<file path="config.mk">
export PLATFORM = sky130hd
export DESIGN_NAME = store_align_buffer
export DESIGN_NICKNAME = d
export VERILOG_FILES = /design/src/rtl/store_align_buffer.sv
export SDC_FILE = /design/constraint.sdc
export NUM_CORES = 1
export LEC_CHECK = 0
export BUFFER_PORTS_ARGS = -buffer_cell sky130_fd_sc_hd__buf_2
export CAP_MARGIN = 20
export CORE_AREA = 3 3 154 156
export DETAILED_ROUTE_END_ITERATION = 16
export DIE_AREA = 0 0 157 159
export MAX_ROUTING_LAYER = met4
export PLACE_DENSITY = 0.8
export SETUP_SLACK_MARGIN = 0.1
export SLEW_MARGIN = 20
export SYNTH_ARGS = -nofsm -noshare
export SYNTH_HDL_FRONTEND = slang
export SYNTH_SLANG_ARGS = --single-unit
</file>
<file path="constraint.sdc">
create_clock -name clk -period 5.2 [get_ports clk]
set_input_delay 0.78 -clock clk [delete_from_list [all_inputs] [get_ports clk]]
set_output_delay 0.78 -clock clk [all_outputs]
set_load 0.02 [all_outputs]
</file>
<file path="src/rtl/store_align_buffer.sv">
// rtl/store_align_buffer.sv - store-path aligner with exception flagging and DEPTH-entry FIFO
//
// Purpose:
//   Turns a store request (byte address, size, right-justified register data)
//   into lane-aligned write data plus byte strobes. Misaligned stores and
//   illegal sizes are accepted but dropped, raising a one-cycle exc_ades pulse.
//   Legal stores are queued in a DEPTH-entry FIFO towards the cache/AXI write port.
//
// Configuration macro:
//   STORE_ALIGN_BYPASS_EN - when defined, an empty FIFO with a ready consumer
//   forwards a legal request combinationally to out_* without enqueueing it.
//
// Ports:
//   clk, resetn              clock, asynchronous active-low reset
//   in_valid/in_ready        request handshake (in_ready = ~full)
//   in_addr, in_size         byte address, log2 of store size in bytes
//   in_data                  store data, right-justified
//   out_valid/out_ready      head-entry handshake
//   out_addr                 in_addr with lane offset bits cleared
//   out_data, out_strb       lane-aligned data and byte enables
//   exc_ades                 one-cycle pulse when a bad request was dropped
//   exc_badvaddr             address of the latest dropped request
//   count, empty             FIFO occupancy

module store_align_buffer #(
    parameter int DATA_W = 32,
    parameter int ADDR_W = 32,
    parameter int DEPTH  = 4
) (
    input  logic                       clk,
    input  logic                       resetn,
    input  logic                       in_valid,
    output logic                       in_ready,
    input  logic [ADDR_W-1:0]          in_addr,
    input  logic [1:0]                 in_size,
    input  logic [DATA_W-1:0]          in_data,
    output logic                       out_valid,
    input  logic                       out_ready,
    output logic [ADDR_W-1:0]          out_addr,
    output logic [DATA_W-1:0]          out_data,
    output logic [DATA_W/8-1:0]        out_strb,
    output logic                       exc_ades,
    output logic [ADDR_W-1:0]          exc_badvaddr,
    output logic [$clog2(DEPTH+1)-1:0] count,
    output logic                       empty
);

    localparam int NBYTES = DATA_W / 8;
    localparam int OFF_W  = $clog2(NBYTES);
    localparam int PTR_W  = $clog2(DEPTH);
    localparam int CNT_W  = $clog2(DEPTH+1);

    // ------------------------------------------------------------------
    // Alignment datapath
    // ------------------------------------------------------------------
    logic [OFF_W-1:0]  off;
    logic [OFF_W-1:0]  align_mask;
    logic [NBYTES-1:0] raw_strb;
    logic [DATA_W-1:0] masked_data;
    logic              size_ok;
    logic              legal;
    logic [ADDR_W-1:0] al_addr;
    logic [DATA_W-1:0] al_data;
    logic [NBYTES-1:0] al_strb;

    assign off = in_addr[OFF_W-1:0];

    always_comb begin
        align_mask = '0;
        raw_strb   = '0;
        case (in_size)
            2'd0: begin align_mask = '0;          raw_strb = NBYTES'(8'h01); end
            2'd1: begin align_mask = OFF_W'(1);   raw_strb = NBYTES'(8'h03); end
            2'd2: begin align_mask = OFF_W'(3);   raw_strb = NBYTES'(8'h0F); end
            default: begin align_mask = OFF_W'(7); raw_strb = NBYTES'(8'hFF); end
        endcase
    end

    // Doubleword stores only exist on the 64-bit datapath.
    assign size_ok = (in_size != 2'd3) || (DATA_W == 64);
    assign legal   = size_ok && ((off & align_mask) == '0);

    always_comb begin
        masked_data = '0;
        for (int i = 0; i < NBYTES; i++) begin
            masked_data[8*i +: 8] = raw_strb[i] ? in_data[8*i +: 8] : 8'h00;
        end
    end

    assign al_data = masked_data << {off, 3'b000};
    assign al_strb = raw_strb << off;
    assign al_addr = {in_addr[ADDR_W-1:OFF_W], {OFF_W{1'b0}}};

    // ------------------------------------------------------------------
    // FIFO control
    // ------------------------------------------------------------------
    logic [ADDR_W-1:0] mem_addr [DEPTH];
    logic [DATA_W-1:0] mem_data [DEPTH];
    logic [NBYTES-1:0] mem_strb [DEPTH];
    logic [PTR_W-1:0]  wr_ptr;
    logic [PTR_W-1:0]  rd_ptr;
    logic              full;
    logic              head_valid;
    logic              accept;
    logic              bypass;
    logic              push;
    logic              pop;

    assign full       = (count == CNT_W'(DEPTH));
    assign empty      = (count == '0);
    assign head_valid = ~empty;
    assign in_ready   = ~full;
    assign accept     = in_valid & in_ready;

`ifdef STORE_ALIGN_BYPASS_EN
    assign bypass = empty & in_valid & legal & out_ready;
`else
    assign bypass = 1'b0;
`endif

    // A bypassed request is consumed directly and never touches storage.
    assign push = accept & legal & ~bypass;
    assign pop  = head_valid & out_ready;

    always_ff @(posedge clk or negedge resetn) begin
        if (!resetn) begin
            wr_ptr <= '0;
            rd_ptr <= '0;
            count  <= '0;
        end else begin
            if (push) wr_ptr <= wr_ptr + 1'b1;
            if (pop)  rd_ptr <= rd_ptr + 1'b1;
            case ({push, pop})
                2'b10:   count <= count + 1'b1;
                2'b01:   count <= count - 1'b1;
                default: count <= count;
            endcase
        end
    end

    // Storage needs no reset; outputs are gated by occupancy instead.
    always_ff @(posedge clk) begin
        if (push) begin
            mem_addr[wr_ptr] <= al_addr;
            mem_data[wr_ptr] <= al_data;
            mem_strb[wr_ptr] <= al_strb;
        end
    end

    always_comb begin
        out_valid = head_valid;
        out_addr  = head_valid ? mem_addr[rd_ptr] : '0;
        out_data  = head_valid ? mem_data[rd_ptr] : '0;
        out_strb  = head_valid ? mem_strb[rd_ptr] : '0;
        if (bypass) begin
            out_valid = 1'b1;
            out_addr  = al_addr;
            out_data  = al_data;
            out_strb  = al_strb;
        end
    end

    // ------------------------------------------------------------------
    // Address-error exception
    // ------------------------------------------------------------------
    always_ff @(posedge clk or negedge resetn) begin
        if (!resetn) begin
            exc_ades     <= 1'b0;
            exc_badvaddr <= '0;
        end else begin
            exc_ades <= accept & ~legal;
            if (accept && !legal) exc_badvaddr <= in_addr;
        end
    end

endmodule
</file>
==> results of run 1 <==
-- layout by cell type, fill, tap and decap left out, types with 2 or more instances in the layout --
master,n
nor2b_1,8
clkbuf_1,2
dfrtp_4,2
o22ai_1,8
o21ai_1,2
clkbuf_16,31
nor2_1,13
mux4_2,65
nand2_1,11
dfrtp_1,38
mux2_2,11
clkinv_1,6
xnor2_1,3
mux2i_1,9
buf_2,173
o21ai_0,11
xor2_1,3
and2_1,76
buf_12,2
bufinv_16,6
a22oi_1,14
ha_1,5
o21a_1,2
mux2_1,29
nor2_4,4
buf_4,10
clkinv_2,11
conb_1,2
inv_1,12
edfxtp_1,264
-- where the power goes --
group | internal [mW] | leakage (nW) | switching (mW) | total [mW]
Sequential | 2.98 | 2.88 | 0.304 | 3.29
Clock | 1.38 | 0.520 | 0.869 | 2.25
Combinational | 1.15 | 1.86 | 1.45 | 2.60
Total | 5.51 | 5.26 | 2.62 | 8.13
-- state kept, by name (all words and copies together), names as in the netlist --
name,cells
exc_badvaddr,32
count,3
exc_ades,1
mem_strb,16
rd_ptr,2
wr_ptr,2
mem_addr,120
mem_data,128
-- cells by family (layout without fill, tap and decap cells) --
kind of cell / after synthesis / after routing / synth area share
flops: 304 / 304 / 0.725
simple gates: 118 / 118 / 0.0548
buf+inv: 52 / 254 / 0.0223
mux: 115 / 115 / 0.165
fa+ha+maj: 6 / 6 / 0.00671
compound gates: 39 / 39 / 0.0213
xor+xnor: 6 / 6 / 0.00427
other cells: 1 / 3 / 0.000305
-- final cells by class --
type / instances / area (um^2)
Sequential cell: 304 / 8940
Antenna cell: 1 / 2.50
Clock inverter: 23 / 262
Fill cell: 1565 / 7990
Tap cell: 285 / 357
Timing Repair Buffer: 185 / 981
Multi-Input combinational cell: 286 / 3140
Clock buffer: 33 / 783
Inverter: 13 / 48.8
-- critical path, cell delays in order (launching register included) --
cell,delay (ns)
dfrtp_4,0.95
buf_4,0.46
mux4_2,0.54
and2_1,0.19
buf_2,0.16
-- how the worst max path moves through the flow --
stage	endpoint	from	depth (start not counted)	slack, ns
after floorplan	mem_addr[0][0]	in_addr[1]	4	0.49
after global placement	mem_addr[0][8]	in_addr[1]	5	1.93
after detailed placement	mem_data[3][6]	in_addr[1]	5	1.90
after CTS	out_strb[2]	rd_ptr[0]	4	1.44
after global routing	out_strb[2]	rd_ptr[0]	4	1.33
final	out_strb[2]	rd_ptr[0]	4	1.56
-- routing by layer --
layer	vias to the layer above	routed length, um
li1	2859	-
met3	38	1180
met1	3252	9950
met4	0	592
met2	205	13200
met5	-	0
==> flow_summary.ini, run 1 <==
[status]
status = finished, final reports clean

[global_routing]
use_met2 = 0.346
grt_pass1_wl_um = 39200
grt-busiest-layer = met2
gr-usage-met3 = 0.0256
grt_overflow = 0
first_global_vias = 6819
grt_max_degree = 68
grt_antenna_before_repair = 1
met1_usage = 0.278
gr-usage-all-layers = 0.209

[timing]
maxSlewViolCount = 0
holdWs_ns = 0.247
tns_ns = 0
min_period_ns = 3.64
hold_viol_final = 0
fin_ws_ns = 1.56
fmax_mhz = 274
rsz0062_at_grt = false
fin_skew_ns = 0.0147
tightest_slew_ns = 0.999
max_slew_margin = 0.334
finalCritPeriodShare = 0.701
setup_violations = 0

[power]
vdd_drop_max_mv = 0.446
power_mw = 8.13
leakagePower_nw = 5.26
power.density_mw_per_mm2 = 560

[yosys]
synth.most_common_cell = edfxtp_1
yosysWarnings = 0
ys_ff_latch = 304
synth_top_area_share = 0.644
yosysSeqAreaShare = 0.725
synth_top_cell_by_area = edfxtp_1
synth_cell_type_count = 36
syn-cell-area_mm2 = 0.0123
avgSynthCellArea_um2 = 19.2
yosys-top-cells-area = edfxtp_1 (64%), mux4_2 (12%), dfrtp_1 (8.1%)
synth-edff-count = 264
synth_commonest_cells = edfxtp_1 (264), and2_1 (76), mux4_2 (65), dfrtp_1 (40), mux2_1 (29)
synthArstFlopShare = 0.132
ys.flop_type = edfxtp_1
synthCells = 641

[critical_path]
timing.rr.end = count[2]
cp-end-kind = primary output
critPathKind = reg -> out
ff2ff_path_depth = 9
worstPathRequired_ns = 4.42
path_max_fanout = 39
r2r_slack_ns = 2.64
crit-reg2reg-launch = count[0]
cp.arrival_ns = 2.86
crit_path_start_kind = register

[detailed_routing]
ant_nets = 0
dr.pass1.iters = 5
drc_errors = 0
vias = 6354
wl_per_cell_um = 22.1
drt_iter0_markers = 348
via_per_inst = 5.62
finalWirelength_um = 24900

[placement]
place_inst = 1073
numPortBuffers = 174
placed_area_mm2 = 0.0135
dp_hpwl_um = 15900
globalplace.congestion = 0.833
post-place-ws_ns = 1.90

[cells_and_area]
synthToLayoutAreaGrowth_pct = 17.9
fin_nets = 896
drive_above_1_share = 0.379
stdcell_count = 1130
fin_area_mm2 = 0.0145
final_core_util = 0.645

[cts]
cts_tree = done
cts_sinks = 304
cts_hold_buf = 0
cts_buffers = 30
clk_latency_ns = 0.54
postCtsSetupBuffers = 0
root_buffer = clkbuf_16
path_clk_slew_ns = 0.06
h-tree-depth = 1
cts.path.max_buffers = 3
ctsResizeCount = 0

[floorplanning]
num_rows = 55
die-area_mm2 = 0.0250
fp.dieW_um = 157
ioPinCount = 177
core_area_mm2 = 0.0225
initial_utilization = 0.547
fp.dieH_um = 159

[min_path]
min_path_type = in -> async

[job]
cap_viol_max_count = 0
No activity file was read; power rests on OpenSTA's default activity.
==> run 2, diff against run 1 <==
Settings changed: CORE_AREA 3 3 154 156 to 3 3 160 162, DIE_AREA 0 0 157 159 to 0 0 163 165, PLACE_DENSITY 0.8 to 0.78.
Clock period 5.2 ns to 3.3 ns, I/O delays scaled along.
==> run 2 against run 1 <==
  * Count of clock-buffer cells in the layout up 6
  * Worst setup slack worse by 1.2 ns
  * Global-route usage down 2.1 points
  * Design area up 0.52%
  * Sequential share of layout area down 0.32 points
  * Hold slack worse by 0.066 ns
  * Critical path type unchanged
  * Critical endpoint is now out_data[24]
  * Largest cell class unchanged
==> flow_summary.ini, run 2 (synthesis results as in run 1) <==
[status]
status = finished, final reports clean

[timing]
rsz0062_at_grt = false
min_period_ns = 2.95
max_slew_margin = 0.452
setup_violations = 0
maxSlewViolCount = 0
finalCritPeriodShare = 0.893
fmax_mhz = 339
tns_ns = 0
hold_viol_final = 0
fin_skew_ns = 0.00804
tightest_slew_ns = 0.818

[cells_and_area]
final_core_util = 0.602
largest_register_ffs = 128
stdcell_count = 1172
layout_common_cells = edfxtp_1 (264), buf_2 (173), and2_1 (76), mux4_2 (65), dfrtp_1 (38)
synthToLayoutAreaGrowth_pct = 18.5
final_common_cell = edfxtp_1
fin_nets = 898
top_register = mem_data
layout_top_registers = mem_data x128, mem_addr x120, exc_badvaddr x32
drive_above_1_share = 0.376

[cts]
cts_sinks = 304
ctsResizeCount = 0
cts_tree = done
postCtsSetupBuffers = 0
path_clk_slew_ns = 0.06
clk_latency_ns = 0.55
root_buffer = clkbuf_16
cts_buffers = 30
h-tree-depth = 1
cts.path.max_buffers = 3

[critical_path]
crit_path_start_kind = register
worstPathRequired_ns = 2.80
path_max_fanout = 38
critPathSlowestCell = or3_2
critPathKind = reg -> out
cpLargestDelayFamily = simple AND/OR/NAND/NOR gates
cp-end-kind = primary output
crit_buf_inv = 2
cp_cell_sequence = or3_2, buf_4, and2_1, buf_2
critPathMaxStageDelay_ns = 0.75
crit-reg2reg-launch = count[0]
cp.arrival_ns = 2.45
startpoint = count[0]

[detailed_routing]
dr.pass1.iters = 5
vias = 6375
ant_nets = 0
wl_per_cell_um = 20.7
via_per_inst = 5.44
drt_iter0_markers = 549
drc_errors = 0
finalWirelength_um = 24300

[global_routing]
first_global_vias = 6508
gr-usage-met3 = 0.0226
grt_overflow = 0
grt_antenna_before_repair = 1
grt_pass1_wl_um = 37500
gr-usage-all-layers = 0.188
grt-busiest-layer = met2
use_met2 = 0.310
grt_max_degree = 67
met1_usage = 0.249

[placement]
numPortBuffers = 174
place_inst = 1113
dp_hpwl_um = 15400
globalplace.congestion = 0.844

[floorplanning]
ioPinCount = 177
die-area_mm2 = 0.0269
core_area_mm2 = 0.0242
fp.dieW_um = 163
num_rows = 57
initial_utilization = 0.508
fp.dieH_um = 165

[min_path]
min_path_type = in -> reg
worstHoldStart = in_addr[6]

[power]
vdd_drop_max_mv = 0.572
power.density_mw_per_mm2 = 868
leakagePower_nw = 5.27

[job]
cap_viol_max_count = 0
==> run 2: cell types whose count changed in the layout (fill, tap and decap cells not counted) <==
cell and change:
clkbuf_16 +1, bufinv_16 -3, dlygate4sd3_1 +1, diode_2 +1
clkinv_2 -2, clkinvlp_4 -1, buf_4 -3, clkbuf_1 +3
clkbuf_8 +2, buf_12 +4
==> run 2: per-layer routing <==
| metal | vias up | wire, um |
|---|---|---|
| li1 | 2859 | - |
| met1 | 3293 | 9970 |
| met2 | 175 | 12600 |
| met3 | 48 | 1110 |
| met4 | 0 | 677 |
| met5 | - | 0 |
==> run 2: cell type report <==
class	instances	area, um^2
Tap cell	324	405
Timing Repair Buffer	187	1050
Inverter	13	48.8
Antenna cell	2	5.00
Multi-Input combinational cell	286	3140
Sequential cell	304	8940
Fill cell	1818	9660
Clock buffer	39	847
Clock inverter	17	154
==> run 2: worst paths after layout <==
kind | cells past startpoint | to | slack (ns)
min | 1 | mem_addr[1][4] | 0.18
max | 4 | out_data[24] | 0.35
max reg2reg | 9 | count[2] | 0.76
min in group asynchronous | 2 | exc_badvaddr[12] | 0.51
max in group asynchronous | 2 | rd_ptr[0] | 2.34
min reg2reg | 1 | exc_badvaddr[6] | 0.48
==> run 2: power breakdown <==
group	total, mW	leakage (nW)	switching, mW	internal, mW
Sequential	5.03	2.88	0.333	4.70
Clock	3.39	0.500	1.36	2.03
Combinational	4.24	1.89	2.38	1.86
==> run 2: metrics by stage <==
stage	cell area, um^2	hold WS (ns)	worst slack (ns)	total power [mW]
6_report	14600	0.181	0.353	12.7
2_1_floorplan	12300	0.199	-0.0596	8.04
4_1_cts	14600	0.151	0.291	12.8
3_5_place_dp	13600	0.469	0.730	9.45
3_3_place_gp	13600	0.461	0.769	9.39
5_1_grt	14600	0.167	0.214	13.3
==> run 2: repair_timing <==
action | 4_1_cts | 5_1_grt
endpoints found under the setup margin | 0 | 0
hold buffers | 0 | 1
endpoints found under the hold margin | 0 | 40
==> run 3, diff against run 2 <==
Settings changed: CORE_AREA 3 3 160 162 to 3 3 154 156, DIE_AREA 0 0 163 165 to 0 0 157 159, PLACE_DENSITY 0.78 to 0.8.
Clock period 3.3 ns to 3.8 ns, I/O delays scaled along.
==> run 3 against run 2 <==
  * Combinational power down 12%
  * Power down 14%
  * Register-to-register slack better by 0.47 ns
  * Routed wire length up 2.3%
  * Core utilization up 4.0 points
  * Count of clock-buffer cells in the layout up 3
  * Final cell count down 3.4%
  * Clock skew up 0.0012 ns
  * Sequential share of layout area up 0.63 points
  * Highest routed layer unchanged
==> flow_summary.ini, run 3 (synthesis results as in run 1) <==
[global_routing]
grt_overflow = 0
grt_pass1_wl_um = 39000
grt_max_degree = 46
grt_antenna_before_repair = 0
gr-usage-all-layers = 0.208
first_global_vias = 6695

[timing]
tightest_slew_ns = 0.828
hold_viol_final = 0
finalCritPeriodShare = 0.817
setup_violations = 0
fmax_mhz = 322
holdWs_ns = 0.0447
fin_ws_ns = 0.696
min_period_ns = 3.10
maxSlewViolCount = 0
rsz0062_at_grt = false
fin_skew_ns = 0.00924
max_slew_margin = 0.448

[cts]
cts_tree = done
cts.path.max_buffers = 3
h-tree-depth = 1
ctsResizeCount = 0
path_clk_slew_ns = 0.06
postCtsSetupBuffers = 0
cts_hold_buf = 0
cts_sinks = 304
cts_buffers = 29
root_buffer = clkbuf_16
clk_latency_ns = 0.52

[critical_path]
critPathKind = reg -> out
crit-reg2reg-launch = count[0]
startpoint = count[0]
path_max_fanout = 45
ff2ff_path_depth = 8
worstPathRequired_ns = 3.23
crit_path_start_kind = register
cp.arrival_ns = 2.53
cp-end-kind = primary output

[job]
cap_viol_max_count = 0

[cells_and_area]
final_common_cell = edfxtp_1
layout_common_cells = edfxtp_1 (264), buf_2 (173), and2_1 (76), mux4_2 (65), dfrtp_1 (38)
final_core_util = 0.642
fin_nets = 901
antenna_cells = 0
synthToLayoutAreaGrowth_pct = 17.3
largest_register_ffs = 128
layout_top_registers = mem_data x128, mem_addr x120, exc_badvaddr x32
fill_cells = 1548
top_register = mem_data
drive_above_1_share = 0.384

[floorplanning]
fp.dieW_um = 157
die-area_mm2 = 0.0250
num_rows = 55
fp.dieH_um = 159
core_area_mm2 = 0.0225
ioPinCount = 177
initial_utilization = 0.547

[placement]
globalplace.congestion = 0.864
dp_hpwl_um = 16000
post-place-ws_ns = 1.09
numPortBuffers = 174

[detailed_routing]
wl_met3_um = 1140
vias = 6420
ant_nets = 0
via_per_inst = 5.67
wl_met1_um = 10000
finalWirelength_um = 24900
drt_iter0_markers = 454
dr.pass1.iters = 5
top_layer = met4
wl_per_cell_um = 22.0
dr_wl_met2_um = 13100
drc_errors = 0

[power]
leakagePower_nw = 5.24
vdd_drop_max_mv = 0.579
power.density_mw_per_mm2 = 751
power_mw = 10.8

[min_path]
min_path_type = in -> async

[status]
status = finished, final reports clean
[run 3: final timing paths]
| check | end | slack (ns) |
|---|---|---|
| worst max-delay path | out_strb[2] | 0.70 |
| worst min-delay path | exc_badvaddr[13] | 0.04 |
| worst max register to register | count[2] | 1.23 |
| worst min register to register | exc_badvaddr[9] | 0.48 |
| max in group asynchronous | rd_ptr[0] | 3.32 |
| min in group clk | mem_addr[1][7] | 0.27 |
[run 3: where the power goes]
group | total [mW] | switching [mW] | internal (mW)
logic | 3.73 | 2.15 | 1.59
clock network | 2.78 | 1.15 | 1.62
registers | 4.33 | 0.242 | 4.08
total | 10.8 | 3.54 | 7.29
[run 3: final cells by class]
class,count,area (um^2),share of cell area
clock buffer,42,855,0.0592
clock inverter,11,87.6,0.00607
inverter,13,48.8,0.00338
multi-input combinational,286,3140,0.218
sequential,304,8940,0.619
tap,285,357,0.0247
timing repair buffer,191,1010,0.0702
[run 3: through the flow]
step                instances  setup TNS [ns]  instance area [um^2]
detailed placement       1079               0                 13500
floorplan                 642         -184.21                 12300
global placement         1079               0                 13500
CTS                      1132               0                 14400
global route             1132               0                 14400
finish                   1132               0                 14400
[run 3: worst max-delay path, stage by stage, from the launching register on]
cell     delay (ns)
dfrtp_1        0.42
or3_2          0.88
buf_4          0.37
and2_1         0.17
buf_2          0.15
[run 3: routing by layer]
metal	vias to the layer above	GRT usage
met5	-	-
met4	0	0.0493
met3	41	0.0217
met2	173	0.353
met1	3340	0.274
li1	2866	-
